$ cat src/rtl/complete_stage.sv
// Completion stage: buffers FU completions in an in-order FIFO and
// retires one per cycle onto the CDB and the ROB complete port.
//
// Ports:
//   clock, reset (async, active-high), flush (sync squash)
//   in_*      : completion from the FU block (in_valid/in_ready)
//   cdb_stall : CDB unavailable, hold head
//   stall_fu  : almost-full backpressure
//   cdb_*     : PRF write / RS wakeup broadcast of head
//   rob_*     : ROB complete port for head
//   occupancy : current entry count
module complete_stage #(
  parameter int XLEN      = 32,
  parameter int PR_IDX_W  = 6,
  parameter int ROB_IDX_W = 5,
  parameter int DEPTH     = 4
) (
  input  logic                   clock,
  input  logic                   reset,
  input  logic                   flush,
  input  logic                   in_valid,
  input  logic [PR_IDX_W-1:0]    in_pr_idx,
  input  logic [ROB_IDX_W-1:0]   in_rob_idx,
  input  logic [XLEN-1:0]        in_value,
  input  logic                   in_take_branch,
  input  logic [XLEN-1:0]        in_target_pc,
  input  logic                   cdb_stall,
  output logic                   in_ready,
  output logic                   stall_fu,
  output logic                   cdb_valid,
  output logic [PR_IDX_W-1:0]    cdb_pr_idx,
  output logic [XLEN-1:0]        cdb_value,
  output logic                   rob_valid,
  output logic [ROB_IDX_W-1:0]   rob_idx,
  output logic                   rob_take_branch,
  output logic [XLEN-1:0]        rob_target_pc,
  output logic [$clog2(DEPTH):0] occupancy
);

  localparam int PW = $clog2(DEPTH);
  localparam int CW = PW + 1;
  localparam logic [CW-1:0] FULL  = CW'(DEPTH);
  localparam logic [CW-1:0] AFULL = CW'(DEPTH - 1);

  logic [PR_IDX_W-1:0]  pr_mem  [DEPTH];
  logic [ROB_IDX_W-1:0] rob_mem [DEPTH];
  logic [XLEN-1:0]      val_mem [DEPTH];
  logic                 tk_mem  [DEPTH];
  logic [XLEN-1:0]      tgt_mem [DEPTH];

  logic [PW-1:0] head;
  logic [PW-1:0] tail;
  logic [CW-1:0] count;

  logic out_valid;
  logic push;
  logic pop;

  // Ready comes from the registered count only, so a pop in the
  // same cycle never lets a push into a full FIFO.
  assign in_ready  = count < FULL;
  assign stall_fu  = count >= AFULL;
  assign out_valid = count != '0;

  assign push = in_valid && in_ready && !flush;
  assign pop  = out_valid && !cdb_stall && !flush;

  always_ff @(posedge clock or posedge reset) begin
    if (reset) begin
      head  <= '0;
      tail  <= '0;
      count <= '0;
    end else if (flush) begin
      head  <= '0;
      tail  <= '0;
      count <= '0;
    end else begin
      if (push) tail <= tail + PW'(1);
      if (pop)  head <= head + PW'(1);
      unique case ({push, pop})
        2'b10:   count <= count + CW'(1);
        2'b01:   count <= count - CW'(1);
        default: count <= count;
      endcase
    end
  end

  // Payload storage needs no reset: it is only read when count != 0.
  always_ff @(posedge clock) begin
    if (push) begin
      pr_mem[tail]  <= in_pr_idx;
      rob_mem[tail] <= in_rob_idx;
      val_mem[tail] <= in_value;
      tk_mem[tail]  <= in_take_branch;
      tgt_mem[tail] <= in_target_pc;
    end
  end

  // x0 destinations complete in the ROB without a CDB broadcast.
  assign rob_valid = out_valid;
  assign cdb_valid = out_valid && (pr_mem[head] != '0);

  assign cdb_pr_idx      = out_valid ? pr_mem[head]  : '0;
  assign cdb_value       = out_valid ? val_mem[head] : '0;
  assign rob_idx         = out_valid ? rob_mem[head] : '0;
  assign rob_take_branch = out_valid ? tk_mem[head]  : 1'b0;
  assign rob_target_pc   = out_valid ? tgt_mem[head] : '0;

  assign occupancy = count;

endmodule

$ cat config.mk
export PLATFORM = sky130hd
export DESIGN_NAME = complete_stage
export DESIGN_NICKNAME = d
export VERILOG_FILES = /design/src/rtl/complete_stage.sv
export SDC_FILE = /design/constraint.sdc
export NUM_CORES = 1
export LEC_CHECK = 0
export CAP_MARGIN = 0
export CORE_MARGIN = 2
export CORE_UTILIZATION = 40
export CTS_BUF_LIST = sky130_fd_sc_hd__clkbuf_8
export DETAILED_ROUTE_END_ITERATION = 8
export PLACE_DENSITY = 0.73
export SLEW_MARGIN = 20
export SYNTH_ARGS = -nofsm -noshare
export SYNTH_HDL_FRONTEND = slang
export SYNTH_SLANG_ARGS = --single-unit
$ cat constraint.sdc
create_clock -name clock -period 2.9 [get_ports clock]
set_input_delay 0.58 -clock clock [delete_from_list [all_inputs] [get_ports clock]]
set_output_delay 0.58 -clock clock [all_outputs]
set_load 0.02 [all_outputs]
-- Yosys cells after proc, flatten, opt, wreduce, memory -nomap -nowiden
Memories as Yosys holds them, arrays and structs flattened.
Cells that the tools add are included.
- bits in registers: 7
- RAM bits: 304
- input port bits: 81
- output and inout bits: 83
- word-level logic and storage cells: 41
- memories kept: 5
- memory list (memory ; words ; width ; rd ports ; clocked after Yosys merged registers in ; wr ports ; RTL line ; RTL):
    tgt_mem ; 4 ; 32 ; 1 ; 0 ; 1 ; 49 ; logic [XLEN-1:0] tgt_mem [DEPTH];
    val_mem ; 4 ; 32 ; 1 ; 0 ; 1 ; 47 ; logic [XLEN-1:0] val_mem [DEPTH];
    pr_mem ; 4 ; 6 ; 1 ; 0 ; 1 ; 45 ; logic [PR_IDX_W-1:0] pr_mem [DEPTH];
    rob_mem ; 4 ; 5 ; 1 ; 0 ; 1 ; 46 ; logic [ROB_IDX_W-1:0] rob_mem [DEPTH];
    tk_mem ; 4 ; 1 ; 1 ; 0 ; 1 ; 48 ; logic tk_mem [DEPTH];
- $add $sub $neg: 4
- $lt $le $gt $ge: 2
- equal/unequal tests: 2
- muxes and demuxes: 13
- reduce and logical (&&, ||, !) cells: 12
- operator list (cell ; number):
    $mux 32 ; 2
    $mux 2 ; 4
    $mux 6 ; 1
    $pmux 3 s2 ; 1
    $reduce_bool 3->1 ; 2
    $reduce_bool 6->1 ; 1
    $logic_and 1x1->1 ; 5
    $mux 5 ; 1
    $add 2x1->2 const B ; 2
    $reduce_bool 2->1 ; 2
    $add 3x1->3 const B ; 1
    $ge 3x2->1 const B ; 1
    $lt 3x3->1 const B ; 1
    $mux 1 ; 3
    $mux 3 ; 1
    $sub 3x1->3 const B ; 1
    $eq 2x1->1 const B ; 1
    $eq 2x2->1 const B ; 1
    $logic_not 1->1 ; 2

-- Longest topological paths before layout
Gate-level depths: netlist of run 1.
- word-level depth: 6
- mapped depth: 6
- mapped depth without buffers: 6

-- Worst setup path after synthesis of run 1
No wires, ideal clock.
- path kind: input-to-reg
- from: input port flush
- to: memory pr_mem[0][0] (enable)
- library setup time: 443 ps
- data arrival time: 2723 ps
- required time: 2457 ps
- setup slack: -266 ps
- stages on the path: 3
- path buffers: 1
- path through: clkbuf_1 -> nor2_1 -> and2_1
- cells in the longest elaborated chain, start to end: 4
- ends and longest elaborated chain (element ; RTL line ; RTL):
    start: declaration ; 20 ; input logic flush,
    $logic_not 1->1 ; 65 ; assign push = in_valid && in_ready && !flush;
    $logic_and 1x1->1 ; 65 ;
    $mux 1 ; 90 ; if (push) begin
    $mux 1 (not written as such) ; 91 ; pr_mem[tail] <= in_pr_idx;
    end: declaration ; 45 ;
Every way passes these cells.

-- Worst setup path in the final report of run 1
- from: register head[0]
- to: output port cdb_valid
- cells in the longest elaborated chain, start to end: 3
- ends and longest elaborated chain (element ; RTL line ; RTL):
    start: declaration ; 51 ; logic [PW-1:0] head;
    start signal: assignment ; 79 ; if (pop) head <= head + PW'(1);
    $mem_v2 4x6 ; n/a ;
    $reduce_bool 6->1 ; 101 ; assign cdb_valid = out_valid && (pr_mem[head] != '0);
    $logic_and 1x1->1 ; 101 ;
    end: declaration ; 30 ; output logic cdb_valid,
Every way passes these cells.

==> metrics, run 1 <==
Crit Path Max Fanout 8; largest family of logic cells by synthesized area multiplexers; Final Skew around 26 ps; hold slack about 290 ps; # port buffers between 150 and 200; measured slew at the worst slew-check pin roughly 360 ps; synthesis-to-layout area growth 25.90%; DRC 0; ys flop type edfxtp_1; Syn Inst Count around 540; Peak Freq ~0.35 GHz; Clk pin slew, worst setup/hold paths about 70 ps; Core Util, Final between 50% and 60%; sequential element share of the synthesized area just under 80%; initial antenna violation count 0; Nets ~850; grt total ovfl 0; mux cell area share after synthesis 14.33%; post-synthesis adder-cell area fraction less than 1%; CTS tree done; Post-synth EDFFs 304; clock latency on the worst-skew pair about 560 ps; Max-Cap Viols 0; initial detailed-routing violation count about 300; Final Non-Filler Cells between 1000 and 1500; Pwr Total around 13 mW; drt wl/cell a little under 20 µm; row count 63; Routed WL 23480 µm; die footprint between 30000 and 40000 µm²; complex-gate fraction of the synthesized area less than 1%; Core ar. 29560 µm²; CP max stage cell mux4_2; Buf+Inv Stages, Crit Path 2; first-pass GRT wire length about 35000 µm; CTS Buffer Depth 3; H-tree depth 2; Sink Count roughly 310; Arr. time, crit path approximately 2300 ps; status finished, final reports clean; CP required 2320 ps; Synth Area per Inst approximately 22 µm²; maximum VDD drop 0.0004363 V; area leader, netlist edfxtp_1; syn_nets 625; Worst Hold Class input pin to asynchronous set/reset pin; Pre-antenna DRT Iters 4; Die Ht between 150 and 200 µm; FF+latch count, synth 311; Tcrit/Tclk final 98.95%; Initial Util 40.41%; endpoint class of the critical path output port; Power Dens Cells between 800 and 900 nW/µm²; Hold Fails Final Rpt 0; commonest non-fill, non-tap cells in the layout edfxtp_1 (304), clkdlybuf4s50_1 (86), mux4_2 (76), and2_1 (76), clkbuf_8 (49); Leakage Power 5.049 nW; Cells after DPL 1093; Synth Warn # 0; final setup fails 0; Die Width 176.8 µm; largest net degree at the start of global routing 52; startpoint types flop; Post-Synth XOR/XNOR Area less than 1%; critical path's top delay family multiplexers; via/cell ratio between 4 and 5; commonest non-fill, non-tap cell in the layout edfxtp_1; CP peak stage delay 550 ps; Critical Path, Cell by Cell buf_12, mux4_2, nor4_4, a21oi_1, buf_4; Slew headroom 75.98%; Detail Route Antenna Nets 0; kind of critical path flop to output port; gr usage total around 15%; synth unique cells 27; RSZ-0062 raised after global routing true; Post-Syn Area about 12000 µm²; fin crit period roughly 2900 ps; num ports around 160; # fillers between 2000 and 2500; synth top area cells edfxtp_1 (76%), mux4_2 (14%), and2_1 (4.2%), dfrtp_1 (1.5%), clkbuf_1 (0.47%); hpwl dp ~14000 µm; Ant. Diodes 0; root buf cell clkbuf_8; area fraction of the dominant cell type after synthesis around 76%; via count slightly below 6000; CTS buffer count 49; Synth Area in Simple Gates between 5 and 6%; routability cong. around 0.7; layout cells sized above 1 between 30% and 40%; Pins Over Slew Limit 0; Post-synth ARST share 2.251%; vias in the first global route between 6000 and 7000
-- Yosys cell counts (all sizes together), types with 2 or more instances --
master / count
ha: 4
o21ai: 2
nor2: 7
nand2: 6
inv: 6
nor4: 2
and2: 80
mux4: 76
edfxtp: 304
a21oi: 3
nand3: 3
nor3: 2
clkbuf: 15
buf: 12
xnor2: 2
dfrtp: 7
-- cell families (layout without fill, tap and decap cells) --
group | count (synthesis) | in the layout
simple gates | 102 | 102
mux | 76 | 76
xor+xnor | 4 | 4
compound gates | 8 | 8
buf+inv | 33 | 285
fa+ha+maj | 5 | 5
flops | 311 | 311
-- routing by layer --
layer,part of all wire (%),track usage [%]
met5,0,0
met4,1.9,4.063
met3,6.1,3.866
met2,50,25.72
met1,42,18.97
-- report_power, final --
group	switching, mW	leakage, nW	internal [mW]
logic	2.17	1.74	1.97
registers	0.0920	2.85	5.19
clock network	1.59	0.462	1.65
-- worst paths after layout --
path,startpoint,endpoint,slack (ps),cells after the start
min reg2reg,tail[1],tail[1],580,2
max,head[0],cdb_valid,30,5
min in group clock,tail[1],tail[1],580,2
max reg2reg,occupancy[2],tgt_mem[1][17],990,4
min,reset,head[0],290,2
max in group asynchronous,reset,head[1],2350,2
-- what timing repair did --
action	4_1_cts	5_1_grt
endpoints found under the setup margin	77	65
hold buffers	0	0
buffers inserted	4	2
cloned	0	2
gates resized for setup	151	104
pin swaps	0	1
-- worst reg2reg max path: stages, from the launching register on --
cell and delay (ps):
dfrtp_1 480, nand2b_1 230, nor2_1 230, and2_4 430, buf_12 230
-- layout make-up --
| class | instances | area, µm² | share of cell area [%] |
|---|---|---|---|
| tap | 390 | 488.0 | 3.244 |
| sequential | 311 | 9311 | 61.91 |
| clock inverter | 32 | 165.2 | 1.098 |
| timing repair buffer | 198 | 1871 | 12.44 |
| clock buffer | 49 | 674.4 | 4.484 |
| multi-input combinational | 195 | 2509 | 16.68 |
| inverter | 6 | 22.52 | 0.1497 |
-- stage by stage --
step | area, µm² | worst slack, ps | TNS [ps]
3_5_place_dp | 14370 | 142.8 | 0
6_report | 15040 | 30.53 | 0
4_1_cts | 15250 | -171.9 | -2077
5_1_grt | 15040 | -73.00 | -170.6
2_1_floorplan | 11950 | 571.4 | 0
3_3_place_gp | 14370 | 155.4 | 0
-- flip-flops by register name, summed over array words and instances, names as in the netlist --
| name | count |
|---|---|
| tgt_mem | 128 |
| val_mem | 128 |
| pr_mem | 24 |
| rob_mem | 20 |
| tk_mem | 4 |
| occupancy | 3 |
| head | 2 |
| tail | 2 |
Note: power is estimated with default switching activity, not from simulation.
==> run 2: changes to the inputs <==
--- a/config.mk
+++ b/config.mk
@@ -10,7 +10,7 @@
 export CORE_UTILIZATION = 40
 export CTS_BUF_LIST = sky130_fd_sc_hd__clkbuf_8
 export DETAILED_ROUTE_END_ITERATION = 8
-export PLACE_DENSITY = 0.73
+export PLACE_DENSITY = 0.7
 export SLEW_MARGIN = 20
 export SYNTH_ARGS = -nofsm -noshare
 export SYNTH_HDL_FRONTEND = slang
==> constraint.sdc (replaced) <==
create_clock -name clock -period 3.05 [get_ports clock]
set_input_delay 0.61 -clock clock [delete_from_list [all_inputs] [get_ports clock]]
set_output_delay 0.61 -clock clock [all_outputs]
set_load 0.02 [all_outputs]
==> metrics, run 2 (synthesis results as in run 1) <==
Initial Util 40.41%; status finished, final reports clean; root buf cell clkbuf_8; Pre-antenna DRT Iters 5; # port buffers between 150 and 200; RSZ-0062 raised after global routing true; P_sw about 3.7 mW; initial antenna violation count 0; num ports about 160; fin crit period a little under 3000 ps; Leakage Power 5.199 nW; Arr. time, crit path around 2400 ps; biggest regs tgt_mem x128, val_mem x128, pr_mem x24; die footprint between 30000 and 40000 µm²; Sink Count 311; Detail Route Antenna Nets 0; routability cong. 0.7004; largest net degree at the start of global routing 40; H-tree depth 2; Power Dens Cells about 800 nW/µm²; power share of the combinational group 32.3%; Die Ht approximately 180 µm; Die Width around 180 µm; Tcrit/Tclk final between 90% and 100%; Slew headroom 75.04%; gr usage total 14.68%; placed instance area between 10000 and 15000 µm²; Final Skew 24.99 ps; clock share of power around a quarter; synthesis-to-layout area growth 27.74%; Sequential Power Share approximately 41%; CTS tree done; final setup fails 0; Nets approximately 840; sw frac between 30% and 40%; commonest non-fill, non-tap cells in the layout edfxtp_1 (304), clkdlybuf4s50_1 (86), mux4_2 (76), and2_1 (76), dlygate4sd2_1 (58); Hold Fails Final Rpt 0; Worst Hold Class input pin to asynchronous set/reset pin; Core ar. around 30000 µm²; vias in the first global route slightly above 6000; clock latency on the worst-skew pair about 570 ps; grt total ovfl 0; CP required around 2400 ps; Pins Over Slew Limit 0; initial detailed-routing violation count between 200 and 300; drt wl/cell about 20 µm; endpoint class of the critical path output port; DRC 0; maximum VDD drop approximately 0.00042 V; measured slew at the worst slew-check pin 373.3 ps; Final Cell Area 15260 µm²; Ant. Diodes 0; via count 5872; Max-Cap Viols 0; CTS buffer count slightly below 50; hpwl dp approximately 14000 µm; commonest non-fill, non-tap cell in the layout edfxtp_1; CTS Buffer Depth 3; first-pass GRT wire length around 35000 µm; Cell Int Power between 8 and 9 mW; via/cell ratio 4.947; kind of critical path flop to output port; startpoint types flop; Routed WL about 23000 µm; Crit Path Max Fanout 5; Core Util, Final around half; Clk pin slew, worst setup/hold paths approximately 60 ps; row count 63; Peak Freq around 0.34 GHz; layout cells sized above 1 23.21%
-- run 2: cell types whose count changed in the layout (fill, tap and decap cells not counted), moves of 3 or more --
cell	previous run	this run
dlygate4sd2_1	8	58
clkbuf_2	37	2
buf_2	26	1
clkdlybuf4s15_1	0	16
clkdlybuf4s15_2	5	0
clkinv_2	6	11
inv_1	15	19
buf_12	15	12
buf_4	13	10
-- run 2: worst paths after layout --
| path | startpoint | endpoint | slack (ps) | depth (start not counted) |
|---|---|---|---|---|
| setup / recovery | head[0] | cdb_pr_idx[1] | 90 | 5 |
| hold reg to reg | tail[1] | tail[1] | 580 | 2 |
| min in group clock | tail[1] | tail[1] | 580 | 2 |
| hold / removal | reset | head[1] | 320 | 2 |
| max in group asynchronous | reset | head[0] | 2450 | 2 |
| setup reg to reg | occupancy[0] | occupancy[1] | 1130 | 6 |
-- run 2: worst max-delay path, cell delays in order (launching register included) --
cell	delay (ps)
dfrtp_4	530
buf_4	160
buf_4	130
mux4_2	470
and2_1	180
dlygate4sd2_1	310
-- run 2: timing repair --
action                                  4_1_cts  5_1_grt
cloned                                        1        2
buffers inserted                              8        0
gates resized for setup                      85       26
hold buffers                                  0        0
endpoints found under the setup margin       76       33
-- run 2: layout make-up --
type	count	area, µm²
sequential	311	9311
clock inverter	43	246.5
timing repair buffer	193	2009
fill	2413	14300
tap	390	488.0
inverter	6	22.52
multi-input combinational	195	2509
clock buffer	49	674.4
-- run 2: metal layers --
metal  wire [µm]  part of all wire (%)  track usage, %  vias to the layer above
met1        9743                    42           18.64                     3038
met4         397                   1.7           3.994                        0
met2       11720                    51           25.18                      167
met3        1346                   5.8           3.694                       34
met5           0                     0               0                        -
li1            -                     -               -                     2633
-- run 2: metrics by stage --
step | hold slack, ps | TNS, ps | setup slack [ps] | instances | power (mW)
5_1_grt | 311.3 | -27.36 | -12.91 | 1187 | 12.83
3_3_place_gp | 558.5 | 0 | 303.5 | 1084 | 9.241
6_report | 324.2 | 0 | 94.43 | 1187 | 12.22
3_5_place_dp | 571.5 | 0 | 290.3 | 1084 | 9.258
4_1_cts | 279.9 | 0 | 4.347 | 1185 | 12.29
2_1_floorplan | 413.4 | 0 | 691.4 | 539 | 7.471
-- run 2: power groups by stage --
| stage | Sequential (mW) | Clock (mW) | Combinational (mW) |
|---|---|---|---|
| after floorplan | 5.09 | 0 | 2.39 |
| after global placement | 5.13 | 0 | 4.11 |
| after detailed placement | 5.14 | 0 | 4.12 |
| after CTS | 5.02 | 3.36 | 3.91 |
| after global routing | 5.04 | 3.55 | 4.24 |
| final | 5.02 | 3.24 | 3.95 |
